File: config.mk
export PLATFORM = sky130hd
export DESIGN_NAME = blake_g_sched
export DESIGN_NICKNAME = d
export VERILOG_FILES = /design/src/rtl/blake_g_sched.sv
export SDC_FILE = /design/constraint.sdc
export NUM_CORES = 2
export LEC_CHECK = 0
export ABC_AREA = 1
export BUFFER_PORTS_ARGS = -buffer_cell sky130_fd_sc_hd__buf_2
export CAP_MARGIN = 30
export CORE_AREA = 2 2 728 730
export DETAILED_ROUTE_END_ITERATION = 8
export DIE_AREA = 0 0 730 732
export PLACE_DENSITY_LB_ADDON = 0.05
export SLEW_MARGIN = 20
export SYNTH_ARGS = -nofsm -noshare
export SYNTH_HDL_FRONTEND = slang
export SYNTH_SLANG_ARGS = --single-unit
File: constraint.sdc
create_clock -name clk -period 24.8 [get_ports clk]
set_clock_uncertainty 0.15 [all_clocks]
set_input_delay 4.96 -clock clk [delete_from_list [all_inputs] [get_ports clk]]
set_output_delay 4.96 -clock clk [all_outputs]
set_load 0.005 [all_outputs]
File: src/rtl/blake_g_sched.sv
// BLAKE-256 round scheduler: holds v and m, issues the eight G evaluations of each
// round to one external pipelined G unit and writes the results back by tag.
module blake_g_sched #(
  parameter int ROUNDS = 8,
  parameter int G_LAT  = 6
) (
  input  logic         clk,
  input  logic         reset,
  input  logic         start,
  input  logic [511:0] v_in,
  input  logic [511:0] msg_in,
  output logic         busy,
  output logic         done,
  output logic [511:0] v_out,
  output logic [31:0]  g_a,
  output logic [31:0]  g_b,
  output logic [31:0]  g_c,
  output logic [31:0]  g_d,
  output logic [31:0]  g_msg_i,
  output logic [31:0]  g_msg_ip,
  input  logic [31:0]  g_a_out,
  input  logic [31:0]  g_b_out,
  input  logic [31:0]  g_c_out,
  input  logic [31:0]  g_d_out
);

  typedef enum logic [1:0] {S_IDLE, S_ISSUE, S_DRAIN, S_DONE} state_t;

  localparam logic [15:0][31:0] BLAKE_C = {
    32'hB5470917, 32'h3F84D5B5, 32'hC97C50DD, 32'hC0AC29B7,
    32'h34E90C6C, 32'hBE5466CF, 32'h38D01377, 32'h452821E6,
    32'hEC4E6C89, 32'h082EFA98, 32'h299F31D0, 32'hA4093822,
    32'h03707344, 32'h13198A2E, 32'h85A308D3, 32'h243F6A88
  };

  // Row r lists sigma_r(0..15) most-significant nibble first.
  localparam logic [9:0][63:0] SIGMA = {
    64'hA2847615FB9E3CD0, 64'h6FE9B308C2D714A5, 64'hDB7EC13950F4862A,
    64'hC51FED4A0763928B, 64'h2C6A0B834D75FE19, 64'h905724AFE1BC683D,
    64'h7931DCBE265A40F8, 64'hB8C052FDAE367194, 64'hEA489FD61C02B753,
    64'h0123456789ABCDEF
  };

  state_t            state_q, state_d;
  logic [1:0]        slot_q, slot_d;
  logic              diag_q, diag_d;
  logic [3:0]        round_q, round_d;
  logic [3:0]        sig_q, sig_d;
  logic [3:0]        tag_q [G_LAT];
  logic [3:0]        tag_in, tag_out;
  logic [15:0][31:0] v_q, m_q;
  logic [2:0]        g_idx;
  logic [63:0]       sig_row;
  logic [3:0]        e_even, e_odd, s_even, s_odd;
  logic              load_en, wb_en, wb_last;

  // Lane 0..3 selects a,b,c,d. Diagonals rotate the column by the lane number.
  function automatic logic [3:0] quad_idx(input logic [2:0] g, input logic [1:0] lane);
    logic [1:0] col;
    col = g[2] ? g[1:0] + lane : g[1:0];
    return {lane, col};
  endfunction

  assign g_idx   = {diag_q, slot_q};
  assign tag_in  = {state_q == S_ISSUE, g_idx};
  assign tag_out = tag_q[G_LAT-1];
  assign wb_en   = tag_out[3] && !reset;
  assign wb_last = tag_out[3] && (tag_out[1:0] == 2'd3);
  assign load_en = (state_q == S_IDLE) && start && !reset;

  always_ff @(posedge clk) begin
    if (reset) begin
      state_q <= S_IDLE;
      slot_q  <= 2'd0;
      diag_q  <= 1'b0;
      round_q <= 4'd0;
      sig_q   <= 4'd0;
    end else begin
      state_q <= state_d;
      slot_q  <= slot_d;
      diag_q  <= diag_d;
      round_q <= round_d;
      sig_q   <= sig_d;
    end
  end

  // NOTE: every combinational output gets a default first so no path infers a latch.
  always_comb begin
    state_d = state_q;
    slot_d  = slot_q;
    diag_d  = diag_q;
    round_d = round_q;
    sig_d   = sig_q;
    case (state_q)
      S_IDLE: if (start) begin
        state_d = S_ISSUE;
        slot_d  = 2'd0;
        diag_d  = 1'b0;
        round_d = 4'd0;
        sig_d   = 4'd0;
      end
      S_ISSUE: begin
        slot_d = slot_q + 2'd1;
        if (slot_q == 2'd3) state_d = S_DRAIN;
      end
      S_DRAIN: if (wb_last) begin
        if (!diag_q) begin
          diag_d  = 1'b1;
          state_d = S_ISSUE;
        end else if (round_q == 4'(ROUNDS - 1)) begin
          state_d = S_DONE;
        end else begin
          diag_d  = 1'b0;
          round_d = round_q + 4'd1;
          sig_d   = (sig_q == 4'd9) ? 4'd0 : sig_q + 4'd1;
          state_d = S_ISSUE;
        end
      end
      S_DONE:  state_d = S_IDLE;
      default: state_d = S_IDLE;
    endcase
  end

  always_comb begin
    busy = 1'b0;
    done = 1'b0;
    case (state_q)
      S_ISSUE, S_DRAIN: busy = 1'b1;
      S_DONE:           done = 1'b1;
      default:          ;
    endcase
  end

  // The tag of an issue reaches the last stage in the cycle its G result is readable.
  always_ff @(posedge clk) begin
    if (reset) begin
      for (int j = 0; j < G_LAT; j++) tag_q[j] <= 4'd0;
    end else begin
      tag_q[0] <= tag_in;
      for (int j = 1; j < G_LAT; j++) tag_q[j] <= tag_q[j-1];
    end
  end

  // NOTE: v and m carry no reset; their contents are meaningless until a start loads them.
  always_ff @(posedge clk) begin
    if (load_en) begin
      v_q <= v_in;
      m_q <= msg_in;
    end else if (wb_en) begin
      v_q[quad_idx(tag_out[2:0], 2'd0)] <= g_a_out;
      v_q[quad_idx(tag_out[2:0], 2'd1)] <= g_b_out;
      v_q[quad_idx(tag_out[2:0], 2'd2)] <= g_c_out;
      v_q[quad_idx(tag_out[2:0], 2'd3)] <= g_d_out;
    end
  end

  assign sig_row  = SIGMA[sig_q];
  assign e_even   = {g_idx, 1'b0};
  assign e_odd    = {g_idx, 1'b1};
  assign s_even   = sig_row[{~e_even, 2'b00} +: 4];
  assign s_odd    = sig_row[{~e_odd, 2'b00} +: 4];
  assign g_a      = v_q[quad_idx(g_idx, 2'd0)];
  assign g_b      = v_q[quad_idx(g_idx, 2'd1)];
  assign g_c      = v_q[quad_idx(g_idx, 2'd2)];
  assign g_d      = v_q[quad_idx(g_idx, 2'd3)];
  assign g_msg_i  = m_q[s_even] ^ BLAKE_C[s_odd];
  assign g_msg_ip = m_q[s_odd] ^ BLAKE_C[s_even];
  assign v_out    = v_q;

endmodule

After elaboration in Yosys (flattened, before gate mapping)
Memories as Yosys holds them, arrays and structs flattened. A register that Yosys moved wholly into a read port is not among the register bits.
Index checks and enable logic that the tools add are counted.
{"block": "totals", "regBits": 1037, "ram_bits": 24, "mem_bits_ro": 2048, "inputBits": 1155, "output_inout_bits": 706, "mem_count": 4}
{"block": "op_classes", "addsub": 8, "magnitude_cmp": 15, "n_eq_ne": 12, "shifts": 2, "muxes": 71, "n_bitwise": 10, "reduce_logical": 18}
{"memory": "(name not given)", "words": 16, "width": 64, "rd": 1, "rd_clocked_by_memory_dff": 1, "write_ports": 0, "line_no": "157", "rtl": "assign sig_row = SIGMA[sig_q];"}
{"memory": "(name not given)", "words": 16, "width": 32, "rd": 1, "rd_clocked_by_memory_dff": 0, "write_ports": 0, "line_no": "167", "rtl": "assign g_msg_ip = m_q[s_odd] ^ BLAKE_C[s_even];"}
{"memory": "(name not given)", "words": 16, "width": 32, "rd": 1, "rd_clocked_by_memory_dff": 0, "write_ports": 0, "line_no": "166", "rtl": "assign g_msg_i = m_q[s_even] ^ BLAKE_C[s_odd];"}
{"memory": "tag_q", "words": 6, "width": 4, "rd": 6, "rd_clocked_by_memory_dff": 0, "write_ports": 6, "line_no": "49", "rtl": "logic [3:0] tag_q [G_LAT];"}
{"cell": "bitwise mux 512 bit", "n": 4}
{"cell": "2-to-1 mux 512 bit", "n": 2}
{"cell": "2-to-1 mux 32 bit", "n": 12}
{"cell": "binary-select mux 32 bit (select 2 bit)", "n": 4}
{"cell": "binary-select mux 32 bit (select 4 bit)", "n": 2}
{"cell": "demux 32 bit (select 2 bit)", "n": 4}
{"cell": "indexed part select 64 x 7 -> 4 bit", "n": 2}
{"cell": "2-to-1 mux 4 bit", "n": 16}
{"cell": "2-to-1 mux 64 bit", "n": 1}
{"cell": "bitwise XOR 32 bit", "n": 2}
{"cell": "less-than comparator 4 x 5 -> 1 bit, second input constant", "n": 7}
{"cell": "2-to-1 mux 2 bit", "n": 12}
{"cell": "case mux 4 bit (2 select lines)", "n": 2}
{"cell": "less-than comparator 2 x 5 -> 1 bit, second input constant", "n": 2}
{"cell": "less-than comparator 3 x 5 -> 1 bit, second input constant", "n": 2}
{"cell": "2-to-1 mux 1 bit", "n": 9}
{"cell": "adder 2 bit, second input constant", "n": 4}
{"cell": "adder 4 x 1 -> 4 bit, second input constant", "n": 2}
{"cell": "equality test 2 bit, second input constant", "n": 4}
{"cell": ">= comparator 4 x 1 -> 1 bit, second input constant", "n": 2}
{"cell": "logical AND 1 bit", "n": 8}
{"cell": "inequality test 2 bit, second input constant", "n": 4}
{"cell": "inverter 4 bit", "n": 2}
{"cell": "case mux 2 bit (4 select lines)", "n": 1}
{"cell": "17 further kinds", "n": 26}

Depth between registers and ports, before layout
An unclocked memory read counts as a cell.
{"block": "depth", "word_depth": 12, "ltp_mapped": 20, "ltp_nobuf": 19}

Worst setup path after synthesis
OpenSTA, ideal clock, no wires.
{"block": "synth_path", "path_type": "in2reg", "start": "input start", "end": "register v_q, in the netlist v_out[103] (data pin)", "arrival_time_ns": 20.027, "setup_slack_ns": 3.770, "cell_stages": 6, "path_cell_list": "nand2_1 -> nor2_1 -> clkbuf_1 -> clkbuf_1 -> clkbuf_1 -> o21ai_0"}
{"block": "synth_between", "elab_chain_cells": 3}
{"element": "from (decl)", "line_no": "9", "rtl": "input logic start,"}
{"element": "logical AND 1 bit (2 in series)", "line_no": "69", "rtl": "assign load_en = (state_q == S_IDLE) && start && !reset;"}
{"element": "via load_en", "line_no": "55", "rtl": "logic load_en, wb_en, wb_last;"}
{"element": "2-to-1 mux 512 bit", "line_no": "146", "rtl": "if (load_en) begin"}
{"element": "to (signal assigned)", "line_no": "147", "rtl": "v_q <= v_in;"}
{"element": "to (signal, indexed assignment)", "line_no": "150", "rtl": "v_q[quad_idx(tag_out[2:0], 2'd0)] <= g_a_out;"}
{"element": "to (signal, indexed assignment)", "line_no": "151", "rtl": "v_q[quad_idx(tag_out[2:0], 2'd1)] <= g_b_out;"}
{"element": "to (decl)", "line_no": "51", "rtl": "logic [15:0][31:0] v_q, m_q;"}
The timed path passes the listed nets, and every way through them passes these cells.
A chain may end at the register's enable or synchronous reset.

Worst setup path in the final report
{"block": "layout_path", "start": "register slot_q[0]", "end": "output g_msg_i[16]"}
{"block": "layout_between", "elab_chain_cells": 5, "elab_cells_between_ends": 9}
{"element": "from (decl)", "line_no": "45", "rtl": "logic [1:0] slot_q, slot_d;"}
{"element": "from (signal assigned)", "line_no": "80", "rtl": "slot_q <= slot_d;"}
{"element": "inverter 4 bit (on tied branches)", "line_no": "161, 160"}
{"element": "indexed part select 64 x 7 -> 4 bit (on tied branches)", "line_no": "161, 160"}
{"element": "memory (16 x 32 bit) or binary-select mux 32 bit (select 4 bit) (tied branches)"}
{"element": "2-to-1 mux 32 bit (implied by the code)", "line_no": "166"}
{"element": "bitwise XOR 32 bit *", "line_no": "166"}
{"element": "to (decl)", "line_no": "19", "rtl": "output logic [31:0] g_msg_i,"}
Every way passes the cells marked *; elsewhere a longest branch is shown, timed or not. The select of a mux whose other input is x is not followed.

==> out/qor.txt <==
clk sink count: 1124
Pwr Total: 12.3 mW
largest family of logic cells by synthesized area: simple AND/OR/NAND/NOR gates
critical path buffer and inverter count: 4
largest net degree at the start of global routing: 131
PwrDens: 147 nW/um^2
top post-synthesis cells by area: edfxtp_1 51%, nand2_1 18%, o21ai_0 6.6%
endpoints failing setup: 0
worst skew pair latency: 880 ps
#FFs+latches synth: 1124
wire length per cell: 36.4 microns
CP Capture Type: primary output
multi-input logic area: 22800 sq um
Final #Nets: 10209
crit path kind: flip-flop to primary output
Tightest Hold Check Type: flip-flop to flip-flop
M2 GR Usage: 37.1%
clock-pin slew on the worst setup and hold paths: 60 ps
worst path required time: 19690 ps
Synthesis Warnings: 0
GR Util met3: 4.45%
antenna violations before repair: 344
Max Root-Sink Buffers: 4
crit path launch: slot_q[0]
gr ovfl total: 0
top_reg_cell synth: edfxtp_1
CP max FO: 65
Total Wirelength: 596 mm
crit path cell chain: inv_6 > nand2_1 > nand3_1 > nand3_4 > nand2_4 > buf_4 > buf_4 > nand2_1 > nand2_1 > nand2_1 > nand2_1 > o21ai_1 > nand2_1 > nand2_1 > nand2_1 > buf_2
most instantiated library cell after synthesis: nand2_1
Max H-tree Level: 4
crit path launch type: flip-flop
Simple-Gate Fraction of Synth Area: 25.8%
CTS Buf Count: 179
first-pass GRT wire length: 739 mm
Top delay family on crit path: simple AND/OR/NAND/NOR gates
routed vias/inst: 3.85
CTS tree: yes
Global Route Usage Sum: 21.4%
max_cap viols: 0
hold path depth: 2
post-synthesis adder-cell area fraction: 0.837%
drc violations: 0
mux contribution to synthesized area: 0.536%
RSZ-0062 raised after global routing: no
via count: 62963
# rows: 267
fmax: 86.3 MHz
Final period util: 46.7%
HP Start: tag_q[0][15]
number of top-level pins: 1861
commonest cells in the netlist: 2926 x nand2_1, 1024 x edfxtp_1, 786 x o21ai_0, 640 x inv_1, 405 x nand3_1
setup repair bufs after CTS: 0
Unique masters post-synth: 46
Mapped Area: 59800 sq um
Slew @ Worst Pin: 1080 ps
Period minus WS final: 11590 ps
post-route setup slack: 13210 ps
number of I/O port buffers: 1860
hold_buf cts: 0
cell mode on critical path: nand2_1
synthesized area per cell: 8.21 sq um
Compound-Gate Fraction of Synth Area: 10.1%
Initial Utilization: 11.3%
asr flop ratio synth: 0%
max-slew violation count: 0
dpl hpwl: 474 mm
Mapped Cells: 7284
xor-xnor portion of the synthesized cell area: 0.0900%
die area: 534000 sq um
Area growth syn-to-layout: 39.8%
number of synthesized flops with an enable pin: 1024
slowest CP cell: buf_4
vias in the first global route: 61646
worst path arrival time: 6480 ps
top cell type's share of synthesized area: 51.4%
Setup Slack @ Placement: 13830 ps
post-synth top area cell: edfxtp_1
R2R cell count: 10
drt first pass iters: 6
CTS root buf: clkbuf_16
Die Y: 732 microns
startpoint of the worst-slack reg-to-reg timing path: state_q[0]
Synth Net Count: 8479
endpoints failing hold: 0
Leak Pwr: 35.8 nW
die width: 730 microns
Slew Limit Headroom: 27.7%
outcome: finished, final reports clean
Largest stage delay, worst path: 830 ps
Antenna Violating Nets Remaining: 0
Top Usage Layer GRT: met2
post-route cell area: 83500 sq um
critical path depth: 16
register area: 32800 sq um
core area: 527000 sq um
CTS resizes: 0
fill count: 60346
routability cong.: 1.03
layout cell share with drive strength beyond 1: 26.2%
register area share after synthesis: 54.8%
Placement Cell Area: 77500 sq um
met1 global-route usage: 26.0%
VDD IR-drop max: 0.108 mV
Final TNS setup: 0 ps
Iter 0 DRT Violations: 5230
[worst min-delay path, cell delays in order (launching register included)]
cell and delay, ps:
dfxtp_1 290, inv_1 40, nor2_1 30
[area by class of cell]
class                   count  share of cell area [%]
multi-input cells        5041                    27.2
inverters                 663                    3.00
clock inverters            93                   0.995
diodes                    220                   0.659
flip-flops and latches   1124                    39.2
clock buffers             222                    5.63
well taps                6994                    10.5
repair buffers           2005                    12.8
[state kept, by name (all words and copies together), names as in the netlist]
register,count
diag_q,1
m_q,512
round_q,4
sig_q,4
sig_row,63
slot_q,2
state_q,2
tag_q,24
v_out,512
[stage by stage]
stage	utilization [%]	instances	hold WS, ps
6_report	15.9	16362	248
5_1_grt	15.8	16283	241
4_1_cts	15.8	16142	238
3_5_place_dp	14.7	15827	242
3_3_place_gp	14.6	15798	241
2_1_floorplan	-	7284	238
[per-layer routing]
layer / wire length, microns / share of wire, % / up-vias
li1: - / - / 27608
met1: 244000 / 41 / 31728
met2: 289000 / 49 / 2779
met3: 37200 / 6.3 / 738
met4: 24200 / 4.1 / 110
met5: 721 / 0.12 / -
[power by group]
group	internal, mW	switching, mW	leakage (nW)
registers	2.36	0.144	10.3
logic	1.69	5.54	22.8
clock network	1.45	1.11	2.69
total	5.50	6.79	35.8
[cells in the final DEF, fill, tap and decap left out, drive strengths merged, types with 4 or more instances in the layout]
cell type,netlist,routed
edfxtp,1024,1024
and2,4,4
ha,40,40
o22ai,76,76
clkbuf,242,222
buf,214,2005
nand3,412,412
a21oi,66,66
o211ai,41,41
dfxtp,100,100
nand3b,73,73
nor3,6,6
clkinv,0,72
a31oi,5,5
nand2,2940,2940
or2,40,40
nor2,343,343
mux2i,32,32
inv,663,667
o32ai,27,27
clkinvlp,0,7
diode,0,220
bufinv,0,10
o21ai,917,917
[cell families (layout without fill, tap and decap cells)]
family                     count (synthesis)  count (layout)
xor gates and xnor gates                   4               4
DFF                                     1124            1124
and+or+nand+nor                         3824            3824
AOI/OAI and AO/OA                       1141            1141
other                                      0             220
buffers and inverters                   1119            2983
muxes                                     32              32
adders and majority gates                 40              40
[final timing paths]
| check | slack [ps] | to |
|---|---|---|
| max | 13210 | g_msg_i[16] |
| min | 250 | tag_q[0][19] |
| max reg2reg | 18900 | m_q[318] |
| min reg2reg | 250 | tag_q[0][19] |
Note: power is estimated with default switching activity, not from simulation.
